File: config.mk
export PLATFORM = sky130hd
export DESIGN_NAME = j_i2stx
export DESIGN_NICKNAME = d
export VERILOG_FILES = /design/src/rtl/j_i2stx.sv
export SDC_FILE = /design/constraint.sdc
export NUM_CORES = 1
export LEC_CHECK = 0
export BUFFER_PORTS_ARGS = -buffer_cell sky130_fd_sc_hd__buf_2
export CORE_UTILIZATION = 25
export DETAILED_ROUTE_END_ITERATION = 12
export PLACE_DENSITY_LB_ADDON = 0.05
export SLEW_MARGIN = 20
export SYNTH_ARGS = -nofsm -noshare
export SYNTH_HDL_FRONTEND = slang
export SYNTH_SLANG_ARGS = --single-unit
File: constraint.sdc
create_clock -name clk -period 3 [get_ports clk]
set_clock_uncertainty 0.2 [all_clocks]
set_input_delay 0.15 -clock clk [delete_from_list [all_inputs] [get_ports clk]]
set_output_delay 0.15 -clock clk [all_outputs]
set_load 0.03 [all_outputs]
File: src/rtl/j_i2stx.sv
// j_i2stx: I2S serial audio transmitter with double-buffered L/R holding registers.
// Define J_I2STX_UNDR_EN to enable the sticky underrun flag (undr / undr_clr).
module j_i2stx #(
   parameter int WIDTH = 16
) (
   input  logic             clk,
   input  logic             resl,
   input  logic             en,
   input  logic [7:0]       div,
   input  logic [WIDTH-1:0] ldata,
   input  logic             lwr,
   input  logic [WIDTH-1:0] rdata,
   input  logic             rwr,
   input  logic             undr_clr,
   output logic             sck,
   output logic             ws,
   output logic             sdo,
   output logic             irq,
   output logic             undr
);

   localparam int BCW = $clog2(2*WIDTH);
   localparam logic [BCW-1:0] BC_LAST = BCW'(2*WIDTH-1);
   localparam logic [BCW-1:0] BC_HALF = BCW'(WIDTH);
   localparam logic [BCW-1:0] BC_WS0  = BCW'(WIDTH-1);
   localparam logic [BCW-1:0] BC_WS1  = BCW'(2*WIDTH-2);

   logic [7:0]       r_pc;
   logic             r_sck;
   logic             r_ws;
   logic             r_sdo;
   logic             r_irq;
   logic [BCW-1:0]   r_bc;
   logic [WIDTH-1:0] r_hl;
   logic [WIDTH-1:0] r_hr;
   logic             r_vl;
   logic             r_vr;
   logic [WIDTH-1:0] r_fl;
   logic [WIDTH-1:0] r_fr;
   logic [WIDTH-1:0] r_sr;

   logic             w_tick;
   logic             w_fall;
   logic             w_start;
   logic             w_xfer;
   logic             w_fail;
   logic [BCW-1:0]   w_bc_nx;
   logic [WIDTH-1:0] w_sr_nx;

   assign w_tick  = en && (r_pc >= div);
   assign w_fall  = w_tick && r_sck;
   assign w_bc_nx = (r_bc == BC_LAST) ? '0 : r_bc + 1'b1;
   assign w_start = w_fall && (w_bc_nx == '0);
   assign w_xfer  = w_start && r_vl && r_vr;
   assign w_fail  = w_start && !(r_vl && r_vr);

   // A failed transfer reloads the previous left sample so the frame repeats
   always_comb begin
      w_sr_nx = {r_sr[WIDTH-2:0], 1'b0};
      if (w_bc_nx == '0)
         w_sr_nx = (r_vl && r_vr) ? r_hl : r_fl;
      else if (w_bc_nx == BC_HALF)
         w_sr_nx = r_fr;
   end

   always_ff @(posedge clk) begin
      if (!resl) begin
         r_pc  <= '0;
         r_sck <= 1'b0;
         r_ws  <= 1'b0;
         r_sdo <= 1'b0;
         r_irq <= 1'b0;
         r_bc  <= BC_LAST;
         r_hl  <= '0;
         r_hr  <= '0;
         r_vl  <= 1'b0;
         r_vr  <= 1'b0;
         r_fl  <= '0;
         r_fr  <= '0;
         r_sr  <= '0;
      end else begin
         r_irq <= w_xfer;
         if (!en) begin
            r_pc  <= '0;
            r_sck <= 1'b0;
            r_ws  <= 1'b0;
            r_sdo <= 1'b0;
            r_bc  <= BC_LAST;
         end else if (w_tick) begin
            r_pc  <= '0;
            r_sck <= ~r_sck;
            if (r_sck) begin
               r_bc  <= w_bc_nx;
               r_sr  <= w_sr_nx;
               r_sdo <= w_sr_nx[WIDTH-1];
               r_ws  <= (w_bc_nx >= BC_WS0) && (w_bc_nx <= BC_WS1);
            end
         end else begin
            r_pc <= r_pc + 8'd1;
         end
         if (w_xfer) begin
            r_fl <= r_hl;
            r_fr <= r_hr;
            r_vl <= 1'b0;
            r_vr <= 1'b0;
         end
         // Writes land after the transfer has taken the old contents
         if (lwr) begin
            r_hl <= ldata;
            r_vl <= 1'b1;
         end
         if (rwr) begin
            r_hr <= rdata;
            r_vr <= 1'b1;
         end
      end
   end

`ifdef J_I2STX_UNDR_EN
   logic r_undr;

   always_ff @(posedge clk) begin
      if (!resl)
         r_undr <= 1'b0;
      else if (w_fail)
         r_undr <= 1'b1;
      else if (undr_clr)
         r_undr <= 1'b0;
   end

   assign undr = r_undr;
`else
   logic w_unused;

   assign w_unused = w_fail | undr_clr;
   assign undr     = 1'b0;
`endif

   assign sck = r_sck;
   assign ws  = r_ws;
   assign sdo = r_sdo;
   assign irq = r_irq;

endmodule

; ---- After elaboration in Yosys (flattened, before gate mapping)
; Index checks and enable logic that the tools add are counted.
[word_totals]
word_cells = 44
register_bits = 98
out_inout_bits = 5
input_bits = 46
[op_classes]
add_sub_neg = 2
n_bitwise = 3
n_reduce_logical = 14
order_cmp = 3
eq_ne = 2
mux = 7
[ops]
columns = operator, count
row1 = $mux W16, 3
row2 = $eq A5 B5 Y1 const B, 2
row3 = $add A8 B1 Y8 const B, 1
row4 = $ge A8 B8 Y1, 1
row5 = $logic_and A1 B1 Y1, 7
row6 = $add A5 B1 Y5 const B, 1
row7 = $ge A5 B4 Y1 const B, 1
row8 = $le A5 B5 Y1 const B, 1
row9 = $logic_not A5 Y1, 1
row10 = $mux W5, 1
row11 = $reduce_and A2 Y1, 2
row12 = $reduce_bool A2 Y1, 2
row13 = $mux W1, 3
row14 = $not A1 Y1, 3
row15 = $reduce_and A3 Y1, 1
row16 = $reduce_or A3 Y1, 1

; ---- Longest topological paths before layout
; Gate-level depths: netlist (run 1).
[logic_depth]
depth_word = 8
mapped_depth = 10
mapped_depth_nobuf = 8

; ---- Worst setup path after synthesis (run 1)
; Ideal clock, no wire load.
[synth_path]
kind = register -> register
from = register r_bc[0]
to = register r_fl[0]
path_buffers = 2
arrival_time_ns = 2.270
period_less_slack_ns = 2.542
setup_slack_ns = 0.458
path_stages_with_launch = 11
required_time_ns = 2.728
setup_ns = 0.072
path_cell_list = dfxtp_1 -> ha_1 -> and3_1 -> ha_1 -> nor2b_1 -> mux2i_2 -> o211ai_4 -> nor4_2 -> buf_6 -> buf_12 -> mux2i_1
[synth_via]
elab_chain_cells = 6
elab_cells_between_ends = 7
cone_classes = add/sub: 1 / eq/ne: 1 / mux: 1 / reduce/logical: 4
[synth_lines]
columns = element, line
row1 = "start, declared", 33  ; logic [BCW-1:0] r_bc;
row2 = "start signal, assigned", 93  ; r_bc <= w_bc_nx;
row3 = $add A5 B1 Y5 or $eq A5 B5 Y1 (tied branches), 52  ; assign w_bc_nx = (r_bc == BC_LAST) ? '0 : r_bc + 1'b1;
row4 = $mux W5 *, 52
row5 = $logic_not A5 Y1 *, 53  ; assign w_start = w_fall && (w_bc_nx == '0);
row6 = $logic_and A1 B1 Y1 *, 53
row7 = $logic_and A1 B1 Y1 * (2 in series), 54  ; assign w_xfer = w_start && r_vl && r_vr;
row8 = "end signal, assigned", 102  ; r_fl <= r_hl;
row9 = "end, declared", 38  ; logic [WIDTH-1:0] r_fl;
; Mark *: on every way between the ends. The rest lies on a longest branch, timed or not.
; A chain may end at the register's enable or synchronous reset.

; ---- Worst setup path after layout (run 1)
[layout_path]
from = register r_bc[0]
to = register r_fl[11]
; The elaborated chain is that of the path after synthesis.

==> results by group, run 1 <==
Outcome
  – Run status: complete, no violations

Setup path
  – Crit path cell chain: ha_1, and3_1, ha_1, nor2b_1, mux2i_2, o211ai_4, nor4_4, buf_4, mux2i_1
  – Setup CP Type: flop to flop
  – Worst endpoint required time: 3.07 ns
  – WP buf/inv: 1
  – CP peak stage delay: 0.42 ns
  – Flop2flop setup slack: 0.33 ns
  – Cell mode on critical path: ha_1
  – R2R depth: 9
  – Delay-heaviest family, CP: adder cells
  – Slowest-stage cell, CP: dfxtp_2
  – Critical R2R Launch: r_bc[0]
  – Crit-path max FO: 12
  – CP endpoint kind: flop
  – Worst Setup SP: r_bc[0]
  – Crit start category: flop
  – Arr. time, crit path: 2.73 ns
  – Capturing point of the worst reg2reg path: r_fl[11]

GRT
  – Vias in the first global route: 3,271
  – All-Layer GR Usage: 0.122
  – Largest net degree at the start of global routing: 42
  – First-pass GRT wire length: 17,200 µm
  – Global route overflow: 0
  – Initial antenna violation count: 0

Timing
  – Total Neg Setup Slack: 0 ns
  – Final setup viols: 0
  – Worst slew pin tran: 0.683 ns
  – Slew Limit Fails: 0
  – Final period util: 0.890
  – RSZ-0062 raised after global routing: no
  – Max Freq: 375 MHz
  – Rel. slew slack: 0.543
  – Fin. Hold Viols: 0
  – Min Tclk post-route: 2.67 ns
  – Hold Worst Slack: 0.0605 ns

Synthesis
  – Synth cell types: 39
  – Yosys warnings: 0
  – Area of the mapped netlist: 4560 µm²
  – Yosys reg bits: 98
  – Mean post-synth cell area: 9.29 µm²
  – Post-synth net total: 551
  – Gate Count Post-Synth: 491
  – Sequential area share after synthesis: 0.430

Floorplan
  – Die height: 137 µm
  – Starting density of the core: 0.255
  – Die X: 137 µm
  – Core area: 17,900 µm²
  – Die area: 18,800 µm²
  – Std-Cell Rows: 49
  – IO Count: 51

Detailed routing
  – Final WL: 10,600 µm
  – Met3 WL: 318 µm
  – Via density: 4.31
  – Routed Antenna Nets: 0
  – WL met2: 4860 µm
  – Uppermost layer routed: met4
  – Starting DRC count in detailed routing: 124
  – Vias after detailed routing: 3,428
  – Met1 Routed Length: 5270 µm
  – WL/cell: 13.3 µm
  – Remaining DRCs: 0
  – First-pass iteration count of the detailed router: 4

CTS
  – Clock Path Buffers: 2
  – CTS H-Tree Depth: 3
  – Worst-path clk slew: 0.07 ns
  – CTS root buf: clkbuf_16
  – CTS tree: built
  – Worst-skew pair later-pin latency: 0.34 ns
  – Clock Sinks: 98
  – Total CTS buffers: 9

Min path
  – Hold WC Path Type: input port to flop
  – Cells on Worst Hold Path: 3
  – Worst Hold Launch: resl
  – Hold worst-path end: r_vr

Layout
  – Fillcell total: 1,910
  – Area delta synth->final: 23.6%
  – Final #Nets: 622
  – Layout cells sized above 1: 0.143
  – # diodes: 0

Power
  – Maximum VDD drop: 0.000267 V
  – Tot Pwr: 2.74 mW
  – P per Cell Area: 486 nW/µm²
  – Leak: 2.28 nW

Place
  – PortBufs: 48
  – Placer Congestion: 0.766
  – Detailed Place HPWL: 7330 µm

Run
  – Max Cap Viol: 0
## synthesized netlist by cell type
| library cell | number | area (µm²) |
|---|---|---|
| o21ai_1 | 18 | 90.1 |
| buf_2 | 5 | 25.0 |
| nand2b_1 | 1 | 6.26 |
| conb_1 | 1 | 3.75 |
| nor2b_1 | 33 | 206 |
| nand3_2 | 1 | 10.0 |
| mux2i_2 | 1 | 13.8 |
| a32oi_1 | 1 | 8.76 |
| nor3b_1 | 1 | 7.51 |
| a32oi_2 | 1 | 16.3 |
| a21oi_1 | 19 | 95.1 |
| a2111o_1 | 1 | 11.3 |
| inv_1 | 11 | 41.3 |
| nand3_1 | 5 | 25.0 |
| buf_12 | 3 | 60.1 |
| nor2_1 | 14 | 52.6 |
| a21boi_1 | 2 | 15.0 |
| or3b_1 | 1 | 8.76 |
| a32o_1 | 1 | 10.0 |
| buf_4 | 2 | 15.0 |
| mux2i_1 | 95 | 951 |
| ha_1 | 14 | 175 |
| and3_1 | 4 | 25.0 |
| nor4_2 | 1 | 12.5 |
| xor2_1 | 5 | 43.8 |
| o31ai_1 | 2 | 15.0 |
| and2_0 | 1 | 6.26 |
| or3_1 | 1 | 6.26 |
| xnor2_1 | 4 | 35.0 |
| o211ai_4 | 1 | 21.3 |
| clkbuf_1 | 21 | 78.8 |
| a311oi_1 | 1 | 8.76 |
| o211ai_1 | 2 | 15.0 |
| dfxtp_1 | 98 | 1960 |
| o21ai_0 | 18 | 90.1 |
| and2_1 | 2 | 12.5 |
| nand2_1 | 97 | 364 |
| a31oi_1 | 1 | 6.26 |
| buf_6 | 1 | 11.3 |
## layer usage
metal | global-route usage | vias up
met5 | 0 | -
li1 | - | 1805
met1 | 0.160 | 1574
met4 | 0.0311 | 0
met3 | 0.0348 | 6
met2 | 0.194 | 43
## registers in the layout, summed over array words and instances (netlist names)
| signal | count |
|---|---|
| irq | 1 |
| r_vl | 1 |
| r_sr | 15 |
| r_pc | 8 |
| r_bc | 5 |
| ws | 1 |
| r_fl | 16 |
| r_hl | 16 |
| sck | 1 |
| r_vr | 1 |
| r_fr | 16 |
| sdo | 1 |
| r_hr | 16 |
## where the power goes
part | internal (mW) | switching (mW) | total, mW
Sequential | 1.33 | 0.0200 | 1.35
Combinational | 0.105 | 0.0940 | 0.199
Clock | 0.671 | 0.519 | 1.19
## worst reg2reg max path: cells and delay by family, from the launching register on
| kind | cells | cell delay [ns] |
|---|---|---|
| fa+ha+maj | 2 | 0.55 |
| flops | 1 | 0.42 |
| buf+inv | 1 | 0.31 |
| compound gates | 1 | 0.13 |
| simple gates | 3 | 0.49 |
| mux | 2 | 0.48 |
## cells in the final DEF, fill, tap and decap left out, types with 2 or more instances in the layout
| master | Yosys | layout |
|---|---|---|
| o21ai_0 | 18 | 18 |
| buf_2 | 5 | 47 |
| nor2b_1 | 33 | 33 |
| o21ai_1 | 18 | 18 |
| clkbuf_16 | 0 | 9 |
| xor2_1 | 5 | 5 |
| clkinv_2 | 0 | 2 |
| ha_1 | 14 | 14 |
| o211ai_1 | 2 | 2 |
| nand2_1 | 97 | 97 |
| and2_1 | 2 | 2 |
| inv_1 | 11 | 11 |
| a21boi_1 | 2 | 2 |
| nor2_1 | 14 | 14 |
| a21oi_1 | 19 | 19 |
| and3_1 | 4 | 4 |
| dlygate4sd3_1 | 0 | 33 |
| dfxtp_1 | 98 | 97 |
| o31ai_1 | 2 | 2 |
| nand3_1 | 5 | 5 |
| buf_4 | 2 | 11 |
| mux2i_1 | 95 | 95 |
| xnor2_1 | 4 | 4 |
## cell type report
type                            count  area (µm²)  share of cell area
Multi-Input combinational cell    350        2380               0.421
Timing Repair Buffer               92         668               0.118
Clock inverter                      6        65.1              0.0115
Tap cell                          229         287              0.0508
Clock buffer                       10         239              0.0424
Sequential cell                    98        1960               0.348
Inverter                           11        41.3             0.00732
## logic make-up (layout without fill, tap and decap cells)
family,after synthesis,count (layout),share of synthesized area
DFF,98,98,0.430
AOI/OAI and AO/OA,68,68,0.0883
and+or+nand+nor,162,162,0.163
other,1,1,0.000822
adders and majority gates,14,14,0.0384
muxes,96,96,0.211
buffers and inverters,43,119,0.0507
xor gates and xnor gates,9,9,0.0173
## worst max path at each step
stage | cells after the start | slack, ns | endpoint
3_5_place_dp | 9 | 0.21 | r_fl[11]
2_1_floorplan | 10 | 0.46 | r_fl[0]
4_1_cts | 9 | 0.19 | r_fl[11]
5_1_grt | 9 | 0.1 | r_fl[5]
6_report | 9 | 0.33 | r_fl[11]
3_3_place_gp | 9 | 0.29 | r_fl[5]
## metrics by stage
| step | std cells | instance area [µm²] | worst slack [ns] | utilization |
|---|---|---|---|---|
| after floorplan | 491 | 4560 | 0.458 | - |
| after global routing | 796 | 5640 | 0.0951 | 0.315 |
| after CTS | 796 | 5640 | 0.193 | 0.315 |
| after detailed placement | 747 | 5000 | 0.215 | 0.280 |
| after global placement | 747 | 5000 | 0.293 | 0.280 |
| final | 796 | 5640 | 0.331 | 0.315 |
## what timing repair did
action | CTS | global route
setup endpoints to repair | 0 | 8
resized for setup | 0 | 1
hold buffers | 33 | 0
hold endpoints to repair | 36 | 0
buffers inserted | 0 | 0
No activity file was read; power rests on OpenSTA's default activity.
==> inputs of run 2 (changes only) <==
ABC_AREA = 1   (was default)
SKIP_CTS_REPAIR_TIMING = 1   (was default)
==> run 2 against run 1 <==
Net effect: the flow now finishes with violations (hold timing); largest cell class unchanged; clock power up 6%; core utilization up 0.19 points; critical path depth up 7; critical endpoint is now r_fr[13].
==> results by group, run 2 <==
Setup path
  – CP peak stage delay: 0.46 ns
  – CP endpoint kind: flop
  – Crit path cell chain: ha_1, nand2_1, nor2_1, ha_1, inv_1, nand2_1, nor2_1, nor2_2, nand2_2, nor2_8, nand2_4, nor2_8, buf_12, nand2_1, nand2_1, nor2_1
  – Delay-heaviest family, CP: simple AND/OR/NAND/NOR gates
  – Crit-path max FO: 46
  – R2R depth: 16
  – Crit start category: flop
  – Cell mode on critical path: nand2_1
  – Setup CP Type: flop to flop
  – Arr. time, crit path: 2.68 ns
  – WP buf/inv: 2
  – Worst endpoint required time: 3.05 ns
  – Cell count along the critical path: 16
  – Slowest-stage cell, CP: dfxtp_1

Synthesis
  – Mean post-synth cell area: 7.01 µm²
  – Post-synth net total: 686
  – Area share of the largest cell type after synthesis: 0.447
  – Gate Count Post-Synth: 626
  – Sequential area share after synthesis: 0.447
  – Post-synth EDFFs: 0
  – Post-synth top flop: dfxtp_1
  – Area of the mapped netlist: 4390 µm²
  – Yosys reg bits: 98
  – Synth cell types: 26
  – FFs w/ async S/R, synth: 0
  – Most common cell in the netlist: nand2_1
  – Cell taking the most area after synthesis: dfxtp_1
  – Synth top area cells: dfxtp_1 45%, nand2_1 13%, nor2_1 9.4%, o21ai_0 7.5%, inv_1 5.3%
  – Top cells by count, synth: 157 x nand2_1, 110 x nor2_1, 98 x dfxtp_1
  – Yosys warnings: 0

Layout
  – Final #Nets: 755
  – Layout cells sized above 1: 0.117
  – Finished Core Util: 0.317
  – Leading cell type in the layout, fill and taps excluded: nand2_1
  – # diodes: 0
  – Area delta synth->final: 24.6%
  – Most frequent cells in the layout: 157 x nand2_1, 110 x nor2_1, 98 x dfxtp_1

CTS
  – Clock Sinks: 98
  – Clock Path Buffers: 2
  – CTS H-Tree Depth: 3
  – Total CTS buffers: 9
  – CTS tree: built
  – CTS root buf: clkbuf_16
  – Worst-skew pair later-pin latency: 0.35 ns
  – Worst-path clk slew: 0.07 ns

GRT
  – Global route overflow: 0
  – Initial antenna violation count: 0
  – Vias in the first global route: 3,618
  – All-Layer GR Usage: 0.130
  – First-pass GRT wire length: 18,000 µm
  – Largest net degree at the start of global routing: 47

Run
  – Max Cap Viol: 0

Power
  – Leak: 2.45 nW
  – Maximum VDD drop: 0.000256 V
  – Sequential power share: 0.480
  – Clock power frac: 0.451
  – Net switching power: 0.647 mW
  – Comb pwr share: 0.069
  – Int Power: 2.15 mW
  – P per Cell Area: 512 nW/µm²
  – Switching share of power: 0.232

Timing
  – Fin. Hold Viols: 2
  – Slew Limit Fails: 0
  – Min Tclk post-route: 2.63 ns
  – Final setup viols: 0
  – Hold Worst Slack: -0.0209 ns
  – Worst slew pin tran: 0.856 ns
  – Rel. slew slack: 0.429
  – Max Freq: 380 MHz
  – Total Neg Setup Slack: 0 ns
  – Final period util: 0.877
  – RSZ-0062 raised after global routing: no

Floorplan
  – IO Count: 51
  – Die height: 134 µm
  – Die area: 18,100 µm²
  – Std-Cell Rows: 48
  – Core area: 17,200 µm²
  – Die X: 134 µm
  – Starting density of the core: 0.254

Detailed routing
  – Vias after detailed routing: 3,879
  – WL/cell: 12.0 µm
  – Routed Antenna Nets: 0
  – First-pass iteration count of the detailed router: 4
  – Via density: 4.19
  – Remaining DRCs: 0
  – Starting DRC count in detailed routing: 176
  – Final WL: 11,100 µm

Min path
  – Cells on Worst Hold Path: 3
  – Hold WC Path Type: input port to flop

Outcome
  – Failing checks: hold timing
  – Run status: finished, violations left

Place
  – PortBufs: 48
  – Detailed Place HPWL: 7590 µm
  – Placer Congestion: 0.706
run 2: per-stage QoR:
stage | hold WS (ns) | instances | total power, mW | cell area, µm² | setup WS [ns]
floorplan | 0.141 | 626 | 1.48 | 4390 | 0.716
global route | 0.00800 | 925 | 2.93 | 5460 | 0.131
global placement | 0.233 | 878 | 1.53 | 4830 | 0.384
detailed placement | 0.238 | 878 | 1.54 | 4830 | 0.365
finish | -0.0209 | 925 | 2.79 | 5460 | 0.369
CTS | -0.139 | 894 | 2.82 | 5150 | 0.341
run 2: cells by family (layout without fill, tap and decap cells):
logic type,Yosys count,after routing,synth area share
AND/OR/NAND/NOR,301,301,0.278
other,1,1,0.000855
buffers and inverters,94,168,0.0916
AO/OA/AOI/OAI,113,113,0.132
adder cells (fa/ha/maj),14,14,0.0399
flip-flops,98,98,0.447
XOR/XNOR,5,5,0.00999
run 2: worst min-delay path, stage by stage:
cell	delay, ns
buf_2	0.13
a21oi_1	0.15
nor3_1	0.05
run 2: layout make-up:
cell class	instances	area (µm²)
clock buffers	9	225
clock inverters	7	93.8
fillers	1895	11800
inverters	62	233
multi-input cells	434	2020
flip-flops and latches	98	1960
well taps	225	282
repair buffers	90	646
run 2: per-layer routing:
metal / up-vias / wire length, µm / global-route usage
met2: 50 / 4940 / 0.208
li1: 2090 / - / -
met3: 12 / 290 / 0.0219
met5: - / 0 / 0
met4: 0 / 208 / 0.0655
met1: 1727 / 5670 / 0.167
run 2: path summary, 6_finish.rpt:
path | from | to | slack (ns)
worst max-delay path | r_bc[1] | r_fr[13] | 0.37
worst min-delay path | en | sck | -0.02
worst max register to register | r_bc[1] | r_fr[13] | 0.37
worst min register to register | r_hr[11] | r_hr[11] | 0.26
run 2: power by group through the flow:
stage	Combinational (mW)	Sequential, mW	Clock [mW]
4_1_cts	0.166	1.34	1.31
2_1_floorplan	0.105	1.37	0
3_5_place_dp	0.166	1.37	0
5_1_grt	0.223	1.35	1.36
3_3_place_gp	0.162	1.37	0
6_report	0.193	1.34	1.26
==> inputs of run 3 (changes only) <==
MAX_ROUTING_LAYER = met4   (was default)
clock period = 2.6 ns   (was 3 ns; I/O delays follow)
==> run 3 against run 2 <==
Net effect: the run now ends clean; setup slack got worse by 0.12 ns; first-iteration DRC count grew 11%; critical path depth stayed put; combinational power grew 16%; critical path type unchanged; critical endpoint is now r_fl[6]; largest cell class unchanged; largest power group unchanged.
==> results by group, run 3 (synthesis gave the netlist of run 2 again) <==
Outcome
  – Run status: complete, no violations

Detailed routing
  – WL/cell: 11.5 µm
  – Remaining DRCs: 0
  – Routed Antenna Nets: 0
  – Final WL: 10,700 µm
  – Via density: 4.15
  – Starting DRC count in detailed routing: 196
  – Vias after detailed routing: 3,855
  – First-pass iteration count of the detailed router: 4

Timing
  – Max Freq: 425 MHz
  – Slew Limit Fails: 0
  – Fin. Hold Viols: 0
  – Final period util: 0.906
  – Min Tclk post-route: 2.35 ns
  – Worst slew pin tran: 0.878 ns
  – Final WS setup: 0.245 ns
  – RSZ-0062 raised after global routing: no
  – Total Neg Setup Slack: 0 ns
  – Final setup viols: 0
  – Rel. slew slack: 0.414

CTS
  – Total CTS buffers: 9
  – CTS H-Tree Depth: 3
  – CTS root buf: clkbuf_16
  – CTS tree: built
  – Clock Path Buffers: 2
  – Worst-path clk slew: 0.07 ns
  – Worst-skew pair later-pin latency: 0.34 ns
  – Clock Sinks: 98

Setup path
  – Critical R2R Launch: r_bc[0]
  – R2R depth: 16
  – Crit-path max FO: 35
  – Setup CP Type: flop to flop
  – Arr. time, crit path: 2.39 ns
  – Crit start category: flop
  – Flop2flop setup slack: 0.25 ns
  – Worst endpoint required time: 2.64 ns
  – CP endpoint kind: flop
  – Capturing point of the worst reg2reg path: r_fl[6]

Floorplan
  – Starting density of the core: 0.254
  – Die height: 134 µm
  – Die X: 134 µm
  – Die area: 18,100 µm²
  – Core area: 17,200 µm²
  – Std-Cell Rows: 48
  – IO Count: 51

Place
  – Setup slack at placement: 0.150 ns
  – Placer Congestion: 0.716
  – DP Area: 4870 µm²
  – Detailed Place HPWL: 7410 µm
  – PortBufs: 48

Run
  – Max Cap Viol: 0

GRT
  – All-Layer GR Usage: 0.126
  – Largest net degree at the start of global routing: 53
  – Vias in the first global route: 3,447
  – Initial antenna violation count: 0
  – Global route overflow: 0
  – First-pass GRT wire length: 17,300 µm

Min path
  – Worst Hold Launch: resl
  – Hold worst-path end: ws
  – Hold WC Path Type: input port to flop
  – Cells on Worst Hold Path: 3

Layout
  – Area delta synth->final: 26.0%
  – Finished Core Util: 0.321
  – # diodes: 0
  – Design Area, Final: 5530 µm²
  – Layout cells sized above 1: 0.121
  – Final #Nets: 759
  – Most frequent cells in the layout: 157 x nand2_1, 110 x nor2_1, 96 x dfxtp_1
  – Leading cell type in the layout, fill and taps excluded: nand2_1

Power
  – Leak: 2.48 nW
  – P per Cell Area: 582 nW/µm²
  – Tot Pwr: 3.22 mW
  – Maximum VDD drop: 0.000306 V
==> run 3: cell types whose count changed in the layout (fill, tap and decap cells not counted), sizes merged <==
| cell | previous run | this run |
|---|---|---|
| clkinvlp | 2 | 1 |
| dlygate4sd3 | 31 | 33 |
| buf | 59 | 61 |
| clkbuf | 9 | 11 |
| clkinv | 3 | 2 |
==> run 3: metrics by stage <==
| stage | std cells | hold WS (ns) |
|---|---|---|
| floorplan | 626 | 0.121 |
| CTS | 896 | -0.149 |
| detailed placement | 880 | 0.216 |
| global route | 929 | 0.0677 |
| global placement | 880 | 0.212 |
| finish | 929 | 0.0186 |
==> run 3: critical path, stage by stage (launching register included) <==
cell and delay (ns):
dfxtp_2 0.39, ha_1 0.18, nand2_1 0.07, nor2_1 0.11
ha_1 0.15, inv_1 0.06, nand2_1 0.07, nor2_1 0.05
nor2_2 0.09, nand2_2 0.12, nor2_8 0.12, nand2_4 0.08
nor2_8 0.14, buf_12 0.21, nand2_1 0.08, nand2_1 0.06
nor2_1 0.05
==> run 3: area by class of cell <==
type / count / area (µm²)
Tap cell: 225 / 282
Fill cell: 1878 / 11700
Timing Repair Buffer: 94 / 706
Sequential cell: 98 / 1960
Clock buffer: 11 / 243
Clock inverter: 5 / 77.6
Multi-Input combinational cell: 434 / 2020
Inverter: 62 / 233
==> run 3: how the worst max path moves through the flow <==
stage,end,startpoint,slack [ns],cells past startpoint
2_1_floorplan,r_fl[5],r_bc[0],0.32,16
3_3_place_gp,r_fr[15],r_bc[0],0.19,16
3_5_place_dp,r_fl[6],r_bc[0],0.15,16
4_1_cts,r_fl[6],r_bc[0],0.13,16
5_1_grt,r_fl[6],r_bc[0],0.008,16
6_report,r_fl[6],r_bc[0],0.25,16
==> run 3: metal layers <==
| metal | GRT usage | routed length, µm |
|---|---|---|
| met3 | 0.0193 | 283 |
| met5 | - | 0 |
| met4 | 0.0568 | 218 |
| met2 | 0.197 | 4800 |
| met1 | 0.161 | 5360 |
==> run 3: power by group <==
part | leakage [nW] | internal, mW | total (mW) | switching [mW]
Clock | 0.156 | 0.867 | 1.44 | 0.576
Sequential | 0.798 | 1.54 | 1.55 | 0.00979
Combinational | 1.53 | 0.100 | 0.223 | 0.123
Total | 2.48 | 2.51 | 3.21 | 0.709
